File: config.mk
export PLATFORM = sky130hd
export DESIGN_NAME = handshake_encoder
export DESIGN_NICKNAME = d
export VERILOG_FILES = /design/src/rtl/udt_pkg.sv /design/src/rtl/handshake_encoder.sv
export SDC_FILE = /design/constraint.sdc
export NUM_CORES = 1
export LEC_CHECK = 0
export BUFFER_PORTS_ARGS = -buffer_cell sky130_fd_sc_hd__buf_2
export CORE_AREA = 2 2 190 192
export DETAILED_ROUTE_END_ITERATION = 16
export DIE_AREA = 0 0 192 194
export GPL_TIMING_DRIVEN = 0
export PLACE_DENSITY = 0.8
export SYNTH_ARGS = -nofsm -noshare
export SYNTH_HDL_FRONTEND = slang
export SYNTH_SLANG_ARGS = --single-unit
export TNS_END_PERCENT = 10
File: constraint.sdc
create_clock -name core_clk -period 2.5 [get_ports core_clk]
set_input_delay 0.125 -clock core_clk [delete_from_list [all_inputs] [get_ports core_clk]]
set_output_delay 0.125 -clock core_clk [all_outputs]
set_load 0.1 [all_outputs]
File: src/rtl/udt_pkg.sv
// udt_pkg: constants and types shared between the UDT handshake encoder
// (transmit side) and the socket manager's handshake parser (receive side).
//   UDT_CTRL_HANDSHAKE : first header word of a handshake control packet
//   UDT_HS_BEATS       : 64-bit beats per handshake packet (64 bytes)
//   UDT_CONN_REQ/RSP   : conn_type values (1 / -1 in two's complement)
//   SOCK_STREAM/DGRAM  : socket type field values
//   udt_hs_fields_t    : flat 384-bit handshake field bundle
package udt_pkg;

    localparam logic [31:0] UDT_CTRL_HANDSHAKE = 32'h8000_0000;
    localparam int unsigned UDT_HS_BEATS       = 8;
    localparam logic [31:0] UDT_CONN_REQ       = 32'h0000_0001;
    localparam logic [31:0] UDT_CONN_RSP       = 32'hFFFF_FFFF;
    localparam logic [31:0] SOCK_STREAM        = 32'd1;
    localparam logic [31:0] SOCK_DGRAM         = 32'd2;

    typedef struct packed {
        logic [31:0]  timestamp;
        logic [31:0]  dst_sock_id;
        logic [31:0]  isn;
        logic [31:0]  mss;
        logic [31:0]  flight_size;
        logic [31:0]  conn_type;
        logic [31:0]  sock_id;
        logic [31:0]  syn_cookie;
        logic [127:0] peer_ip;
    } udt_hs_fields_t;

    typedef enum logic {
        HS_IDLE = 1'b0,
        HS_SEND = 1'b1
    } hs_enc_state_t;

endpackage

File: src/rtl/handshake_encoder.sv
// handshake_encoder: builds a 64-byte UDT handshake control packet from one
// field bundle and streams it as eight big-endian 64-bit AXI-stream beats.
// Ports:
//   core_clk, core_rst_n      : clock, asynchronous active-low reset
//   cmd_valid / cmd_ready     : command handshake for the cmd_* field bundle
//   cmd_timestamp .. cmd_peer_ip : handshake field values (captured on accept)
//   hs_tdata/tkeep/tvalid/tlast, hs_tready : AXI-stream master
//   tx_count                  : completed packets, wraps modulo 2^32
module handshake_encoder
    import udt_pkg::*;
#(
    parameter logic [31:0] UDT_VERSION = 32'd4,
    parameter logic [31:0] SOCK_TYPE   = SOCK_STREAM
) (
    input  logic           core_clk,
    input  logic           core_rst_n,
    input  logic           cmd_valid,
    output logic           cmd_ready,
    input  logic [31:0]    cmd_timestamp,
    input  logic [31:0]    cmd_dst_sock_id,
    input  logic [31:0]    cmd_isn,
    input  logic [31:0]    cmd_mss,
    input  logic [31:0]    cmd_flight_size,
    input  logic [31:0]    cmd_conn_type,
    input  logic [31:0]    cmd_sock_id,
    input  logic [31:0]    cmd_syn_cookie,
    input  logic [127:0]   cmd_peer_ip,
    output logic [63:0]    hs_tdata,
    output logic [7:0]     hs_tkeep,
    output logic           hs_tvalid,
    input  logic           hs_tready,
    output logic           hs_tlast,
    output logic [31:0]    tx_count
);

    localparam logic [2:0] LAST_BEAT = 3'(UDT_HS_BEATS - 1);

    hs_enc_state_t  state_q, state_d;
    logic [2:0]     beat_q, beat_d;
    udt_hs_fields_t hold_q;
    logic [31:0]    tx_count_q;
    logic           cmd_fire;
    logic           last_fire;

    assign cmd_fire  = cmd_valid && cmd_ready;
    assign last_fire = hs_tvalid && hs_tready && (beat_q == LAST_BEAT);
    assign tx_count  = tx_count_q;

    always_ff @(posedge core_clk or negedge core_rst_n) begin
        if (!core_rst_n) begin
            state_q    <= HS_IDLE;
            beat_q     <= '0;
            hold_q     <= '0;
            tx_count_q <= '0;
        end else begin
            state_q <= state_d;
            beat_q  <= beat_d;
            if (cmd_fire) begin
                hold_q.timestamp   <= cmd_timestamp;
                hold_q.dst_sock_id <= cmd_dst_sock_id;
                hold_q.isn         <= cmd_isn;
                hold_q.mss         <= cmd_mss;
                hold_q.flight_size <= cmd_flight_size;
                hold_q.conn_type   <= cmd_conn_type;
                hold_q.sock_id     <= cmd_sock_id;
                hold_q.syn_cookie  <= cmd_syn_cookie;
                hold_q.peer_ip     <= cmd_peer_ip;
            end
            if (last_fire) begin
                tx_count_q <= tx_count_q + 32'd1;
            end
        end
    end

    // Handshake outputs come straight from the state, so hs_tvalid never
    // depends on hs_tready and everything drops as soon as reset asserts.
    always_comb begin
        state_d   = state_q;
        beat_d    = beat_q;
        cmd_ready = 1'b0;
        hs_tvalid = 1'b0;
        case (state_q)
            HS_IDLE: begin
                cmd_ready = 1'b1;
                if (cmd_valid) begin
                    state_d = HS_SEND;
                    beat_d  = '0;
                end
            end
            HS_SEND: begin
                hs_tvalid = 1'b1;
                if (hs_tready) begin
                    beat_d = beat_q + 3'd1;
                    if (beat_q == LAST_BEAT) begin
                        state_d = HS_IDLE;
                    end
                end
            end
            default: begin
                state_d = HS_IDLE;
            end
        endcase
    end

    always_comb begin
        hs_tdata = '0;
        hs_tkeep = '0;
        hs_tlast = 1'b0;
        if (hs_tvalid) begin
            hs_tkeep = '1;
            hs_tlast = (beat_q == LAST_BEAT);
            case (beat_q)
                3'd0: hs_tdata = {UDT_CTRL_HANDSHAKE, 32'h0};
                3'd1: hs_tdata = {hold_q.timestamp, hold_q.dst_sock_id};
                3'd2: hs_tdata = {UDT_VERSION, SOCK_TYPE};
                3'd3: hs_tdata = {hold_q.isn, hold_q.mss};
                3'd4: hs_tdata = {hold_q.flight_size, hold_q.conn_type};
                3'd5: hs_tdata = {hold_q.sock_id, hold_q.syn_cookie};
                3'd6: hs_tdata = hold_q.peer_ip[127:64];
                3'd7: hs_tdata = hold_q.peer_ip[63:0];
                default: hs_tdata = '0;
            endcase
        end
    end

endmodule

==> qor.txt <==
TIMING
--------------------------------------------------------------------------------
Max-slew violation count ..........................................            0
Highest clock frequency the design can meet .......................    331.2 MHz
Final TNS setup ...................................................    -24.54 ns
Total count of hold-check failures in the final report ............            0
Part of the cycle the worst path needs ............................       120.8%
Setup skew after layout ...........................................   0.03891 ns
Tightest slew margin relative to the limit ........................       42.57%
Actual transition at the worst max-transition pin .................    0.8614 ns
Worst path setup slack after routing ..............................   -0.5196 ns
Number of failing setup endpoints in the final timing report ......           64
Setup repair after global routing missed its margin ...............          yes
Final worst path period need ......................................     3.020 ns

LAYOUT
--------------------------------------------------------------------------------
Most frequent cells in the layout ................................. buf_2, dfrtp_1, mux2_1
Layout area overhead ..............................................       60.23%
Number of fill cells ..............................................         1597
Final Instance Area ...............................................  29540 sq um
Most common cell after layout, fill and taps aside ................        buf_2
Fraction of final layout cells sized beyond drive strength 1 ......       35.55%
Finished Core Util ................................................       83.87%
Number of nets in the finished design .............................         2712

LOGIC SYNTHESIS
--------------------------------------------------------------------------------
Instance count of the mapped netlist ..............................         1355
Mean instance size in the synthesized netlist .....................  13.61 sq um
Async set-or-reset flop fraction in the synthesized netlist .......       100.0%
Register area share after synthesis ...............................       57.00%
Yosys warning count ...............................................            0
Net count of the mapped netlist ...................................         1750
Distinct cells, synth .............................................           35
Number of storage elements in the synthesis netlist ...............          420
EDFF count, synth .................................................            0
Total standard cell area after synthesis ..........................  18440 sq um
Primary FF master, synth ..........................................      dfrtp_1

RUN STATUS
--------------------------------------------------------------------------------
Violated checks ................................................... setup timing
Run status ........................................................ finished with violations

CRITICAL PATH
--------------------------------------------------------------------------------
Arrival time reported for the critical path endpoint ..............      2.89 ns
Endpoint type of the worst setup path .............................  output port
CP Max Fanout .....................................................           10
Critical Setup Path Class ......................................... register to output port
Kind of launch point of the worst setup path ......................     register
Req. time, crit path ..............................................      2.38 ns

POWER
--------------------------------------------------------------------------------
Total power of the final layout ...................................     45.15 mW
Worst VDD drop ....................................................     1.284 mV
Static leakage power ..............................................     13.22 nW
Power density over cell area ...................................... 1528 nW/um^2

JOB
--------------------------------------------------------------------------------
Count of max-cap constraint violations ............................            0

CTS
--------------------------------------------------------------------------------
Number of buffers added by the clock tree synthesis step ..........           45
Worst skew pair latency ...........................................      0.60 ns
Number of levels the H-tree was split into ........................            2
CTS tree ..........................................................          yes
Clock Sink Count ..................................................          420
Clock root buffer master ..........................................    clkbuf_16
Maximum buffer depth of the clock tree ............................            3
Clock transition at the registers of the reported paths ...........      0.06 ns

FLOORPLAN
--------------------------------------------------------------------------------
Die Footprint .....................................................  37250 sq um
Number of cell rows ...............................................           69
Number of primary I/O pins ........................................          495
Initial core utilization ..........................................       52.34%
DIE WIDTH .........................................................       192 um
CORE AREA .........................................................  35220 sq um
Y dimension of the die ............................................       194 um

HOLD PATH
--------------------------------------------------------------------------------
Worst min path class .............................................. input port to asynchronous set/reset pin

PLACE
--------------------------------------------------------------------------------
Placed inst area ..................................................  22550 sq um
Placer Congestion .................................................       0.8583
Port Buffer Count .................................................          493
Placement-stage worst setup slack .................................    -1.181 ns
Placed wire-length estimate .......................................     42660 um

GLOBAL ROUTING
--------------------------------------------------------------------------------
Maximum number of pins on one net before global-route repair ......          121
Total global routing overflow .....................................            0
Number of antenna violations at the first check in global routing .           19
Via count of the first global-routing pass ........................        19290
GRT Total Usage ...................................................       41.99%
Wire length of the first global-routing pass ......................    115900 um

DRT
--------------------------------------------------------------------------------
Average via count per standard cell ...............................        6.099
Final WL ..........................................................     79940 um
Average wire length per cell after detail routing .................     28.27 um
Number of nets with antenna violations after routing ..............            0
Initial DRC Count .................................................         1556
Iteration count of the initial detailed-routing pass ..............            9
Total via count after detailed routing ............................        17250
Count of unresolved DRC violations after routing ..................            0

-- cell type report --
cell class | count | area [sq um] | area share [%]
Timing Repair Buffer | 914 | 7609 | 25.75
Inverter | 8 | 32.53 | 0.1101
Buffer | 102 | 869.6 | 2.944
Tap cell | 461 | 576.8 | 1.952
Clock buffer | 61 | 1286 | 4.354
Multi-Input combinational cell | 826 | 8461 | 28.64
Clock inverter | 18 | 148.9 | 0.5040
Antenna cell | 18 | 45.04 | 0.1525
Sequential cell | 420 | 10510 | 35.59
-- kinds of logic after synthesis --
family | after synthesis | synth area share, %
XOR/XNOR | 31 | 1.473
flip-flops | 420 | 57.00
AND/OR/NAND/NOR | 199 | 4.920
multiplexers | 449 | 27.42
adder cells (fa/ha/maj) | 7 | 0.4750
AO/OA/AOI/OAI | 138 | 5.972
buffers and inverters | 111 | 2.735
-- registers in the layout, indices dropped and copies added (netlist names) --
signal and flops:
beat_q 3, hold_q 384, state_q 1, tx_count 32
-- metrics by stage --
step | cells | hold WS (ns)
6_report | 2828 | 0.1019
2_1_floorplan | 1355 | -0.1706
3_5_place_dp | 2312 | 0.1350
5_1_grt | 2828 | 0.1783
4_1_cts | 2803 | 0.1254
3_3_place_gp | 2309 | 0.3407
-- critical path, stage by stage (launching register included) --
cell	delay [ns]
dfrtp_1	0.43
ha_4	0.20
ha_4	0.18
clkbuf_16	0.17
buf_12	0.13
buf_4	0.19
a222oi_1	0.64
a31oi_4	0.15
buf_6	0.22
-- layer usage --
metal | up-vias | wire length, um | GRT usage [%]
met5 | - | 30 | 0
met4 | 4 | 6036 | 30.90
met3 | 447 | 7406 | 10.66
met2 | 1336 | 39570 | 70.72
met1 | 8535 | 26900 | 45.54
li1 | 6927 | - | -
-- path summary, 6_finish.rpt --
check / slack, ns / from / cells after the start / endpoint
min reg2reg: 0.48 / hold_q[133] / 1 / hold_q[133]
max: -0.52 / beat_q[1] / 8 / hs_tdata[22]
max in group asynchronous: 0.74 / core_rst_n / 4 / hold_q[342]
min in group core_clk: 0.29 / cmd_flight_size[12] / 3 / hold_q[236]
max reg2reg: 0.04 / state_q / 5 / hold_q[185]
min: 0.10 / core_rst_n / 2 / hold_q[250]
-- power breakdown --
group	switching [mW]	internal (mW)	leakage, nW
Clock	2.98	3.81	0.718
Sequential	2.22	10.0	5.12
Combinational	16.1	10.0	7.39
Total	21.3	23.8	13.2
-- cells in the mapped netlist, drive strengths merged, types with 2 or more instances --
library cell / instances / area share [%]
a31oi: 63 / 2.1
nor3: 8 / 0.30
nand2: 142 / 2.9
nand3: 12 / 0.35
o31ai: 2 / 0.081
mux2: 449 / 27
xnor2: 16 / 0.76
and4: 5 / 0.24
buf: 61 / 1.7
nand4: 7 / 0.24
a21oi: 4 / 0.11
clkbuf: 42 / 0.86
a222oi: 64 / 3.5
and3: 3 / 0.10
and2: 5 / 0.17
o21ai: 3 / 0.081
nor4: 8 / 0.39
xor2: 15 / 0.71
dfrtp: 420 / 57
inv: 8 / 0.16
ha: 7 / 0.48
nor2: 5 / 0.10
-- timing repair --
| action | in CTS | in global routing |
|---|---|---|
| hold buffers | 388 | 0 |
| pin swaps | 33 | 10 |
| gates resized for setup | 344 | 20 |
| cloned | 8 | 0 |
| setup buffers | 17 | 8 |
| hold endpoints to repair | 465 | 0 |
| setup endpoints to repair | 389 | 65 |
Note: power is estimated with default switching activity, not from simulation.
